--- src/rtl/ctrl_unit_if.sv ---
// Control bundle between the multicycle MIPS control FSM (master) and the datapath (slave).
// Carries the decoded instruction fields and ALU flags in, and every datapath select/enable out.
interface ctrl_unit_if;
   logic [5:0] OPCODE;
   logic [5:0] FUNCT;
   logic       zero;
   logic       O;

   logic [1:0] iord;
   logic [1:0] excpControl;
   logic       memWrite;
   logic       irWrite;
   logic       mdrWrite;
   logic       abWrite;
   logic       regWrite;
   logic [2:0] srcWrite;
   logic [3:0] srcData;
   logic [1:0] aluSrcA;
   logic [1:0] aluSrcB;
   logic [2:0] aluControl;
   logic       aluOutControl;
   logic [2:0] pcSource;
   logic       pcWrite;
   logic       epcControl;
   logic [1:0] lsControl;
   logic [1:0] ssControl;
   logic       shiftSrc;
   logic       shiftAmt;
   logic       srcRead;
   logic       multControl;
   logic       divControl;
   logic [2:0] shiftControl;
   logic [1:0] excpCtrl;

   modport master (
      input  OPCODE, FUNCT, zero, O,
      output iord, excpControl, memWrite, irWrite, mdrWrite, abWrite, regWrite,
             srcWrite, srcData, aluSrcA, aluSrcB, aluControl, aluOutControl,
             pcSource, pcWrite, epcControl, lsControl, ssControl,
             shiftSrc, shiftAmt, srcRead, multControl, divControl,
             shiftControl, excpCtrl
   );

   modport slave (
      output OPCODE, FUNCT, zero, O,
      input  iord, excpControl, memWrite, irWrite, mdrWrite, abWrite, regWrite,
             srcWrite, srcData, aluSrcA, aluSrcB, aluControl, aluOutControl,
             pcSource, pcWrite, epcControl, lsControl, ssControl,
             shiftSrc, shiftAmt, srcRead, multControl, divControl,
             shiftControl, excpCtrl
   );
endinterface

--- src/rtl/ctrl_unit.sv ---
// Multicycle main control FSM for the MIPS datapath: fetch, decode, R-type/addi/lw/sw/branch/jump
// execution and the invalid-opcode / overflow exception sequence.
module ctrl_unit (
   input  logic        clk,
   input  logic        reset,
   ctrl_unit_if.master bus
);

   localparam logic [5:0] OP_RTYPE = 6'h00;
   localparam logic [5:0] OP_J     = 6'h02;
   localparam logic [5:0] OP_BEQ   = 6'h04;
   localparam logic [5:0] OP_BNE   = 6'h05;
   localparam logic [5:0] OP_ADDI  = 6'h08;
   localparam logic [5:0] OP_LW    = 6'h23;
   localparam logic [5:0] OP_SW    = 6'h2B;

   localparam logic [5:0] FN_JR  = 6'h08;
   localparam logic [5:0] FN_ADD = 6'h20;
   localparam logic [5:0] FN_SUB = 6'h22;
   localparam logic [5:0] FN_AND = 6'h24;

   localparam logic [2:0] ALU_PASS = 3'b000;
   localparam logic [2:0] ALU_ADD  = 3'b001;
   localparam logic [2:0] ALU_SUB  = 3'b010;
   localparam logic [2:0] ALU_AND  = 3'b011;

   localparam logic CAUSE_INVALID  = 1'b0;
   localparam logic CAUSE_OVERFLOW = 1'b1;

   typedef enum logic [4:0] {
      S_RESET, S_FETCH, S_FETCH_WAIT, S_IR, S_DECODE,
      S_R_EXEC, S_R_WB, S_JR, S_I_EXEC, S_I_WB,
      S_ADDR, S_LW_RD, S_LW_WAIT, S_LW_MDR, S_LW_WB, S_SW,
      S_BRANCH, S_JUMP,
      S_EXC_EPC, S_EXC_RD, S_EXC_WAIT, S_EXC_MDR, S_EXC_JMP
   } state_t;

   state_t state_q, state_d;
   logic   cause_q, cause_d;

   logic isAluFunct;
   logic isArithFunct;

   assign isAluFunct   = (bus.FUNCT == FN_ADD) || (bus.FUNCT == FN_SUB) || (bus.FUNCT == FN_AND);
   assign isArithFunct = (bus.FUNCT == FN_ADD) || (bus.FUNCT == FN_SUB);

   // Next-state and exception-cause selection; the cause only changes on a transition into EXC_EPC.
   always_comb begin
      state_d = state_q;
      cause_d = cause_q;
      case (state_q)
         S_RESET:      state_d = S_FETCH;
         S_FETCH:      state_d = S_FETCH_WAIT;
         S_FETCH_WAIT: state_d = S_IR;
         S_IR:         state_d = S_DECODE;
         S_DECODE: begin
            case (bus.OPCODE)
               OP_RTYPE: begin
                  if (isAluFunct) begin
                     state_d = S_R_EXEC;
                  end else if (bus.FUNCT == FN_JR) begin
                     state_d = S_JR;
                  end else begin
                     state_d = S_EXC_EPC;
                     cause_d = CAUSE_INVALID;
                  end
               end
               OP_ADDI:       state_d = S_I_EXEC;
               OP_LW, OP_SW:  state_d = S_ADDR;
               OP_BEQ, OP_BNE: state_d = S_BRANCH;
               OP_J:          state_d = S_JUMP;
               default: begin
                  state_d = S_EXC_EPC;
                  cause_d = CAUSE_INVALID;
               end
            endcase
         end
         S_R_EXEC: begin
            if (bus.O && isArithFunct) begin
               state_d = S_EXC_EPC;
               cause_d = CAUSE_OVERFLOW;
            end else begin
               state_d = S_R_WB;
            end
         end
         S_I_EXEC: begin
            if (bus.O) begin
               state_d = S_EXC_EPC;
               cause_d = CAUSE_OVERFLOW;
            end else begin
               state_d = S_I_WB;
            end
         end
         S_ADDR:     state_d = (bus.OPCODE == OP_LW) ? S_LW_RD : S_SW;
         S_LW_RD:    state_d = S_LW_WAIT;
         S_LW_WAIT:  state_d = S_LW_MDR;
         S_LW_MDR:   state_d = S_LW_WB;
         S_EXC_EPC:  state_d = S_EXC_RD;
         S_EXC_RD:   state_d = S_EXC_WAIT;
         S_EXC_WAIT: state_d = S_EXC_MDR;
         S_EXC_MDR:  state_d = S_EXC_JMP;
         S_R_WB, S_I_WB, S_JR, S_LW_WB, S_SW, S_BRANCH, S_JUMP, S_EXC_JMP:
                     state_d = S_FETCH;
         default:    state_d = S_RESET;
      endcase
   end

   // State and cause registers; reset parks the FSM in RESET so the $sp init runs once released.
   always_ff @(posedge clk or posedge reset) begin
      if (reset) begin
         state_q <= S_RESET;
         cause_q <= CAUSE_INVALID;
      end else begin
         state_q <= state_d;
         cause_q <= cause_d;
      end
   end

   // Moore decode of the datapath controls; reset level blanks everything so no write can slip out.
   always_comb begin
      bus.iord          = 2'd0;
      bus.excpControl   = 2'd0;
      bus.memWrite      = 1'b0;
      bus.irWrite       = 1'b0;
      bus.mdrWrite      = 1'b0;
      bus.abWrite       = 1'b0;
      bus.regWrite      = 1'b0;
      bus.srcWrite      = 3'd0;
      bus.srcData       = 4'd0;
      bus.aluSrcA       = 2'd0;
      bus.aluSrcB       = 2'd0;
      bus.aluControl    = ALU_PASS;
      bus.aluOutControl = 1'b0;
      bus.pcSource      = 3'd0;
      bus.pcWrite       = 1'b0;
      bus.epcControl    = 1'b0;
      bus.lsControl     = 2'd0;
      bus.ssControl     = 2'd0;
      if (!reset) begin
         case (state_q)
            S_RESET: begin
               bus.srcWrite = 3'd2;
               bus.srcData  = 4'd8;
               bus.regWrite = 1'b1;
            end
            S_FETCH: begin
               bus.iord       = 2'd0;
               bus.aluSrcA    = 2'd0;
               bus.aluSrcB    = 2'd1;
               bus.aluControl = ALU_ADD;
               bus.pcSource   = 3'd0;
               bus.pcWrite    = 1'b1;
            end
            S_IR: bus.irWrite = 1'b1;
            S_DECODE: begin
               bus.abWrite       = 1'b1;
               bus.aluSrcA       = 2'd0;
               bus.aluSrcB       = 2'd3;
               bus.aluControl    = ALU_ADD;
               bus.aluOutControl = 1'b1;
            end
            S_R_EXEC: begin
               bus.aluSrcA       = 2'd1;
               bus.aluSrcB       = 2'd0;
               bus.aluOutControl = 1'b1;
               case (bus.FUNCT)
                  FN_SUB:  bus.aluControl = ALU_SUB;
                  FN_AND:  bus.aluControl = ALU_AND;
                  default: bus.aluControl = ALU_ADD;
               endcase
            end
            S_R_WB: begin
               bus.srcWrite = 3'd1;
               bus.srcData  = 4'd0;
               bus.regWrite = 1'b1;
            end
            S_JR: begin
               bus.aluSrcA    = 2'd1;
               bus.aluControl = ALU_PASS;
               bus.pcSource   = 3'd0;
               bus.pcWrite    = 1'b1;
            end
            S_I_EXEC, S_ADDR: begin
               bus.aluSrcA       = 2'd1;
               bus.aluSrcB       = 2'd2;
               bus.aluControl    = ALU_ADD;
               bus.aluOutControl = 1'b1;
            end
            S_I_WB: begin
               bus.srcWrite = 3'd0;
               bus.srcData  = 4'd0;
               bus.regWrite = 1'b1;
            end
            S_LW_RD:  bus.iord = 2'd1;
            S_LW_MDR: bus.mdrWrite = 1'b1;
            S_LW_WB: begin
               bus.srcData   = 4'd1;
               bus.lsControl = 2'd0;
               bus.srcWrite  = 3'd0;
               bus.regWrite  = 1'b1;
            end
            S_SW: begin
               bus.iord      = 2'd1;
               bus.memWrite  = 1'b1;
               bus.ssControl = 2'd0;
            end
            S_BRANCH: begin
               bus.aluSrcA    = 2'd1;
               bus.aluSrcB    = 2'd0;
               bus.aluControl = ALU_SUB;
               bus.pcSource   = 3'd1;
               bus.pcWrite    = bus.zero ^ (bus.OPCODE == OP_BNE);
            end
            S_JUMP: begin
               bus.pcSource = 3'd2;
               bus.pcWrite  = 1'b1;
            end
            // PC already points past the faulting instruction, so subtracting 4 recovers its address.
            S_EXC_EPC: begin
               bus.aluSrcA    = 2'd0;
               bus.aluSrcB    = 2'd1;
               bus.aluControl = ALU_SUB;
               bus.epcControl = 1'b1;
            end
            S_EXC_RD: begin
               bus.iord        = 2'd2;
               bus.excpControl = {1'b0, cause_q};
            end
            S_EXC_MDR: bus.mdrWrite = 1'b1;
            S_EXC_JMP: begin
               bus.pcSource  = 3'd3;
               bus.lsControl = 2'd2;
               bus.pcWrite   = 1'b1;
            end
            default: ;
         endcase
      end
   end

   // Shift, multiply/divide and extended exception controls are unused in this revision.
   assign bus.shiftSrc     = 1'b0;
   assign bus.shiftAmt     = 1'b0;
   assign bus.srcRead      = 1'b0;
   assign bus.multControl  = 1'b0;
   assign bus.divControl   = 1'b0;
   assign bus.shiftControl = 3'd0;
   assign bus.excpCtrl     = 2'd0;

endmodule
--- src/flat_wrapper.sv ---
// flat-port wrapper written by rule: the top's interface ports become plain ports
module ctrl_unit_flat 
  (clk, reset, bus_OPCODE, bus_FUNCT, bus_zero, bus_O, bus_iord, bus_excpControl, bus_memWrite, bus_irWrite, bus_mdrWrite, bus_abWrite, bus_regWrite, bus_srcWrite, bus_srcData, bus_aluSrcA, bus_aluSrcB, bus_aluControl, bus_aluOutControl, bus_pcSource, bus_pcWrite, bus_epcControl, bus_lsControl, bus_ssControl, bus_shiftSrc, bus_shiftAmt, bus_srcRead, bus_multControl, bus_divControl, bus_shiftControl, bus_excpCtrl);
  ctrl_unit_if bus_i ();
  input  logic clk;
  input  logic reset;
  input wire logic [$bits(bus_i.OPCODE)-1:0] bus_OPCODE;
  input wire logic [$bits(bus_i.FUNCT)-1:0] bus_FUNCT;
  input wire logic [$bits(bus_i.zero)-1:0] bus_zero;
  input wire logic [$bits(bus_i.O)-1:0] bus_O;
  output wire logic [$bits(bus_i.iord)-1:0] bus_iord;
  output wire logic [$bits(bus_i.excpControl)-1:0] bus_excpControl;
  output wire logic [$bits(bus_i.memWrite)-1:0] bus_memWrite;
  output wire logic [$bits(bus_i.irWrite)-1:0] bus_irWrite;
  output wire logic [$bits(bus_i.mdrWrite)-1:0] bus_mdrWrite;
  output wire logic [$bits(bus_i.abWrite)-1:0] bus_abWrite;
  output wire logic [$bits(bus_i.regWrite)-1:0] bus_regWrite;
  output wire logic [$bits(bus_i.srcWrite)-1:0] bus_srcWrite;
  output wire logic [$bits(bus_i.srcData)-1:0] bus_srcData;
  output wire logic [$bits(bus_i.aluSrcA)-1:0] bus_aluSrcA;
  output wire logic [$bits(bus_i.aluSrcB)-1:0] bus_aluSrcB;
  output wire logic [$bits(bus_i.aluControl)-1:0] bus_aluControl;
  output wire logic [$bits(bus_i.aluOutControl)-1:0] bus_aluOutControl;
  output wire logic [$bits(bus_i.pcSource)-1:0] bus_pcSource;
  output wire logic [$bits(bus_i.pcWrite)-1:0] bus_pcWrite;
  output wire logic [$bits(bus_i.epcControl)-1:0] bus_epcControl;
  output wire logic [$bits(bus_i.lsControl)-1:0] bus_lsControl;
  output wire logic [$bits(bus_i.ssControl)-1:0] bus_ssControl;
  output wire logic [$bits(bus_i.shiftSrc)-1:0] bus_shiftSrc;
  output wire logic [$bits(bus_i.shiftAmt)-1:0] bus_shiftAmt;
  output wire logic [$bits(bus_i.srcRead)-1:0] bus_srcRead;
  output wire logic [$bits(bus_i.multControl)-1:0] bus_multControl;
  output wire logic [$bits(bus_i.divControl)-1:0] bus_divControl;
  output wire logic [$bits(bus_i.shiftControl)-1:0] bus_shiftControl;
  output wire logic [$bits(bus_i.excpCtrl)-1:0] bus_excpCtrl;
  assign bus_i.OPCODE = bus_OPCODE;
  assign bus_i.FUNCT = bus_FUNCT;
  assign bus_i.zero = bus_zero;
  assign bus_i.O = bus_O;
  assign bus_iord = bus_i.iord;
  assign bus_excpControl = bus_i.excpControl;
  assign bus_memWrite = bus_i.memWrite;
  assign bus_irWrite = bus_i.irWrite;
  assign bus_mdrWrite = bus_i.mdrWrite;
  assign bus_abWrite = bus_i.abWrite;
  assign bus_regWrite = bus_i.regWrite;
  assign bus_srcWrite = bus_i.srcWrite;
  assign bus_srcData = bus_i.srcData;
  assign bus_aluSrcA = bus_i.aluSrcA;
  assign bus_aluSrcB = bus_i.aluSrcB;
  assign bus_aluControl = bus_i.aluControl;
  assign bus_aluOutControl = bus_i.aluOutControl;
  assign bus_pcSource = bus_i.pcSource;
  assign bus_pcWrite = bus_i.pcWrite;
  assign bus_epcControl = bus_i.epcControl;
  assign bus_lsControl = bus_i.lsControl;
  assign bus_ssControl = bus_i.ssControl;
  assign bus_shiftSrc = bus_i.shiftSrc;
  assign bus_shiftAmt = bus_i.shiftAmt;
  assign bus_srcRead = bus_i.srcRead;
  assign bus_multControl = bus_i.multControl;
  assign bus_divControl = bus_i.divControl;
  assign bus_shiftControl = bus_i.shiftControl;
  assign bus_excpCtrl = bus_i.excpCtrl;
  ctrl_unit u_core (.clk(clk), .reset(reset), .bus(bus_i));
endmodule
--- config.mk ---
export PLATFORM = sky130hd
export DESIGN_NAME = ctrl_unit_flat
export DESIGN_NICKNAME = d
export VERILOG_FILES = /design/src/rtl/ctrl_unit_if.sv /design/src/rtl/ctrl_unit.sv /design/src/flat_wrapper.sv
export SDC_FILE = /design/constraint.sdc
export NUM_CORES = 1
export LEC_CHECK = 0
export CORE_MARGIN = 3
export CORE_UTILIZATION = 30
export CTS_CLUSTER_DIAMETER = 120
export CTS_CLUSTER_SIZE = 16
export DETAILED_ROUTE_END_ITERATION = 12
export MAX_ROUTING_LAYER = met4
export SYNTH_ARGS = -nofsm -noshare
export SYNTH_HDL_FRONTEND = slang
export SYNTH_SLANG_ARGS = --single-unit
--- constraint.sdc ---
create_clock -name clk -period 3.19 [get_ports clk]
set_input_delay 0.4785 -clock clk [delete_from_list [all_inputs] [get_ports clk]]
set_output_delay 0.4785 -clock clk [all_outputs]
set_load 0.05 [all_outputs]
==> results of run 1 <==
[metrics by stage]
stage / total power [mW] / util (%) / cell area [um2] / setup WS [ps]
finish: 1.22 / 43.3 / 1620 / 236
global route: 1.32 / 43.3 / 1620 / 181
global placement: 1.11 / 42.2 / 1580 / 260
floorplan: 0.882 / - / 1270 / 49.0
detailed placement: 1.11 / 42.2 / 1580 / 239
CTS: 1.22 / 43.3 / 1620 / 239
[worst paths after layout]
kind | startpoint | end | slack [ps]
max in group asynchronous | reset | u_core.cause_q | 2180
min in group asynchronous | reset | u_core.state_q[1] | 880
min reg2reg | u_core.cause_q | u_core.cause_q | 520
max | bus_FUNCT[5] | bus_aluControl[1] | 240
max reg2reg | u_core.state_q[2] | u_core.cause_q | 1140
min | u_core.cause_q | u_core.cause_q | 520
[logic make-up (layout without fill, tap and decap cells)]
| group | Yosys count | in the layout | share of synthesized area (%) |
|---|---|---|---|
| AOI/OAI and AO/OA | 39 | 39 | 23.2 |
| buffers and inverters | 36 | 52 | 18.9 |
| other | 1 | 20 | 0.314 |
| DFF | 6 | 6 | 12.6 |
| and+or+nand+nor | 85 | 85 | 40.7 |
| xor gates and xnor gates | 6 | 6 | 4.40 |
[registers in the layout, indices dropped and copies added, names as in the netlist]
name / flops
u_core.state_q: 5
u_core.cause_q: 1
[power groups by stage]
stage,Sequential (mW),Clock [mW],Combinational [mW]
2_1_floorplan,0.121,0,0.761
3_3_place_gp,0.131,0,0.975
4_1_cts,0.130,0.115,0.979
5_1_grt,0.135,0.120,1.06
6_report,0.131,0.112,0.980
3_5_place_dp,0.131,0,0.974
[synth_stat cells (all sizes together) (2+ instances only)]
library cell  number
clkbuf             8
nor3              10
a21oi              9
nor3b              4
nand2             14
a31oi              2
or2                2
nor4b              3
o211ai             2
buf               24
xnor2              4
o21ai              6
nand4b             2
a22oi              2
nor4               5
xor2               2
a2111oi            2
inv                4
o221ai             2
dfrtp              6
nor2              20
or3                5
nand3b             3
nand2b             4
o21bai             2
o31ai              2
nor2b              4
and3               5
a211oi             4
[cell type report]
type,instances,area (um2),share of cell area [%]
timing repair buffer,45,463,28.6
inverter,4,15.0,0.927
clock buffer,3,41.3,2.55
multi-input combinational,150,891,55.0
tap,48,60.1,3.71
sequential,6,150,9.27
[placed cells by master, fill, tap and decap left out, types with 5 or more instances in the layout]
cell type,synthesis,final
conb_1,1,20
clkdlybuf4s50_1,0,20
buf_4,20,19
nand2_1,14,14
nor3_1,10,10
and3_1,5,5
nor2_1,19,19
buf_12,0,6
a21oi_1,9,9
or3_1,5,5
dfrtp_1,6,6
o21ai_0,5,5
[routing by layer]
metal	up-vias	routed length, um	GRT usage, %
met5	-	0	-
met4	0	37	4.77
met3	4	141	1.90
met2	39	1760	23.4
met1	609	1650	19.7
li1	658	-	-
[tightest hold or removal path, delay by kind of cell (launching register included)]
kind | cells | cell delay [ps]
DFF | 1 | 310
AOI/OAI and AO/OA | 1 | 120
buffers and inverters | 1 | 60
==> results_dict.tcl, run 1 <==
set metrics [dict create \
    crit_path_end_kind "output pin" \
    ys_warn_count 0 \
    max_freq_ghz 0.339 \
    dominantRegCellSynth "dfrtp_1" \
    worstPathRequired_ps 2710 \
    finalHoldViolations 0 \
    crit_path_max_incr_delay_ps 670 \
    finalWirelength_mm 3.59 \
    grt_pass1_wl_mm 5.79 \
    ys_top_cells_by_area "buf_4, dfrtp_1, nor2_1, nand2_1, nor3_1" \
    fp.dieH_um 69.1 \
    yosys.area.top_type "buf_4" \
    dieArea_mm2 0.00477 \
    start_util_pct 31.9 \
    cp.depth 5 \
    grt_pass1_vias 1176 \
    drive_gt1_share_pct 17.8 \
    combPwrFrac_pct 80.2 \
    gp_congestion 0.894 \
    rows 22 \
    path_cells "clkdlybuf4s50_1 -> or4b_2 -> or3_1 -> a21oi_1 -> buf_12" \
    cts_resized 0 \
    relSlewSlack_pct 64.9 \
    via_per_inst 5.12 \
    status "complete, no violations" \
    synth_edf_count 0 \
    setup_viol 0 \
    postCtsHoldBufs 0 \
    antenna_found_initial 0 \
    fillers 420 \
    hold_depth 2 \
    syn_area_mm2 0.00119 \
    grt_overflow_total 0 \
    yosys_register_bits 6 \
    powerDensity_mw_per_mm2 754 \
    cp_slowest_cell "or4b_2" \
    reg2reg_depth 5 \
    seqPwrFrac_pct 10.7 \
    cp_top_family "simple AND/OR/NAND/NOR gates" \
    cp_max_fo 5 \
    rsz0062_at_grt "no" \
    coreArea_mm2 0.00374 \
    dp_hpwl_mm 2.81 \
    die_w_um 69.1 \
    vias 1310 \
    p_int_mw 0.528 \
    cts-root-buf "clkbuf_8" \
    p_switching_mw 0.695 \
    fin_skew_ps 1.60 \
    async_reset_ff_share_pct 100 \
    netlist-cell-type-count 46 \
    yosysSeqAreaShare_pct 12.6 \
    clkPwrFrac_pct 9.1 \
    wl_per_cell_um 14.0 \
    final_cells 256 \
    cts.htree.levels 1 \
    drv_cap 0 \
    dp_cells 253 \
    grt_use_total_pct 14.9 \
    critPathKind "input port to output pin" \
    cp_data_arrival_time_ps 2480 \
    ir_worst_vdd_uv 368 \
    crit_buf_inv 2 \
    clock_latency_ps 220 \
    final_nets 226 \
    cts_max_path_buffers 2 \
    tritoncts "done" \
    drc_errors 0 \
    grt_max_degree 22 \
    syn-mean-instance-area_um2 6.90 \
    ant_nets 0 \
    antenna_cells 0 \
    cts-buffers-inserted 3 \
    tightest_slew_ps 519 \
    path_clk_slew_ps 40 \
    clock_sinks 6 \
    p_leak_nw 0.659 \
    netlist_instances 173 \
    layout-area-overhead-vs-synth_pct 35.7 \
    drt_pass1_iterations 4 \
    post_cts_buffers 0 \
    drt_iter0_drc 93 \
    swShare_pct 56.8 \
    finalCritPeriodShare_pct 92.6 \
    cp-start-kind "input port" \
    slew_violations 0 \
    hold_slack_ps 525 \
    synth_top_area_share_pct 12.6 \
    numPortBuffers 38 \
    num_io_pins 59 \
    tns_ps 0 \
    fin_crit_ps 2950 \
    hold_class "flop to flop" \
]
Note: power is estimated with default switching activity, not from simulation.
==> run 2, diff against run 1 <==
- SKIP_LAST_GASP: default -> 1
==> results of run 2 <==
Final layout, timing and power as in run 1 (identical DEF).
==> run 3, diff against run 2 <==
- HOLD_SLACK_MARGIN: default -> 0.12
==> results of run 3 <==
Final layout, timing and power as in run 1 (identical DEF).
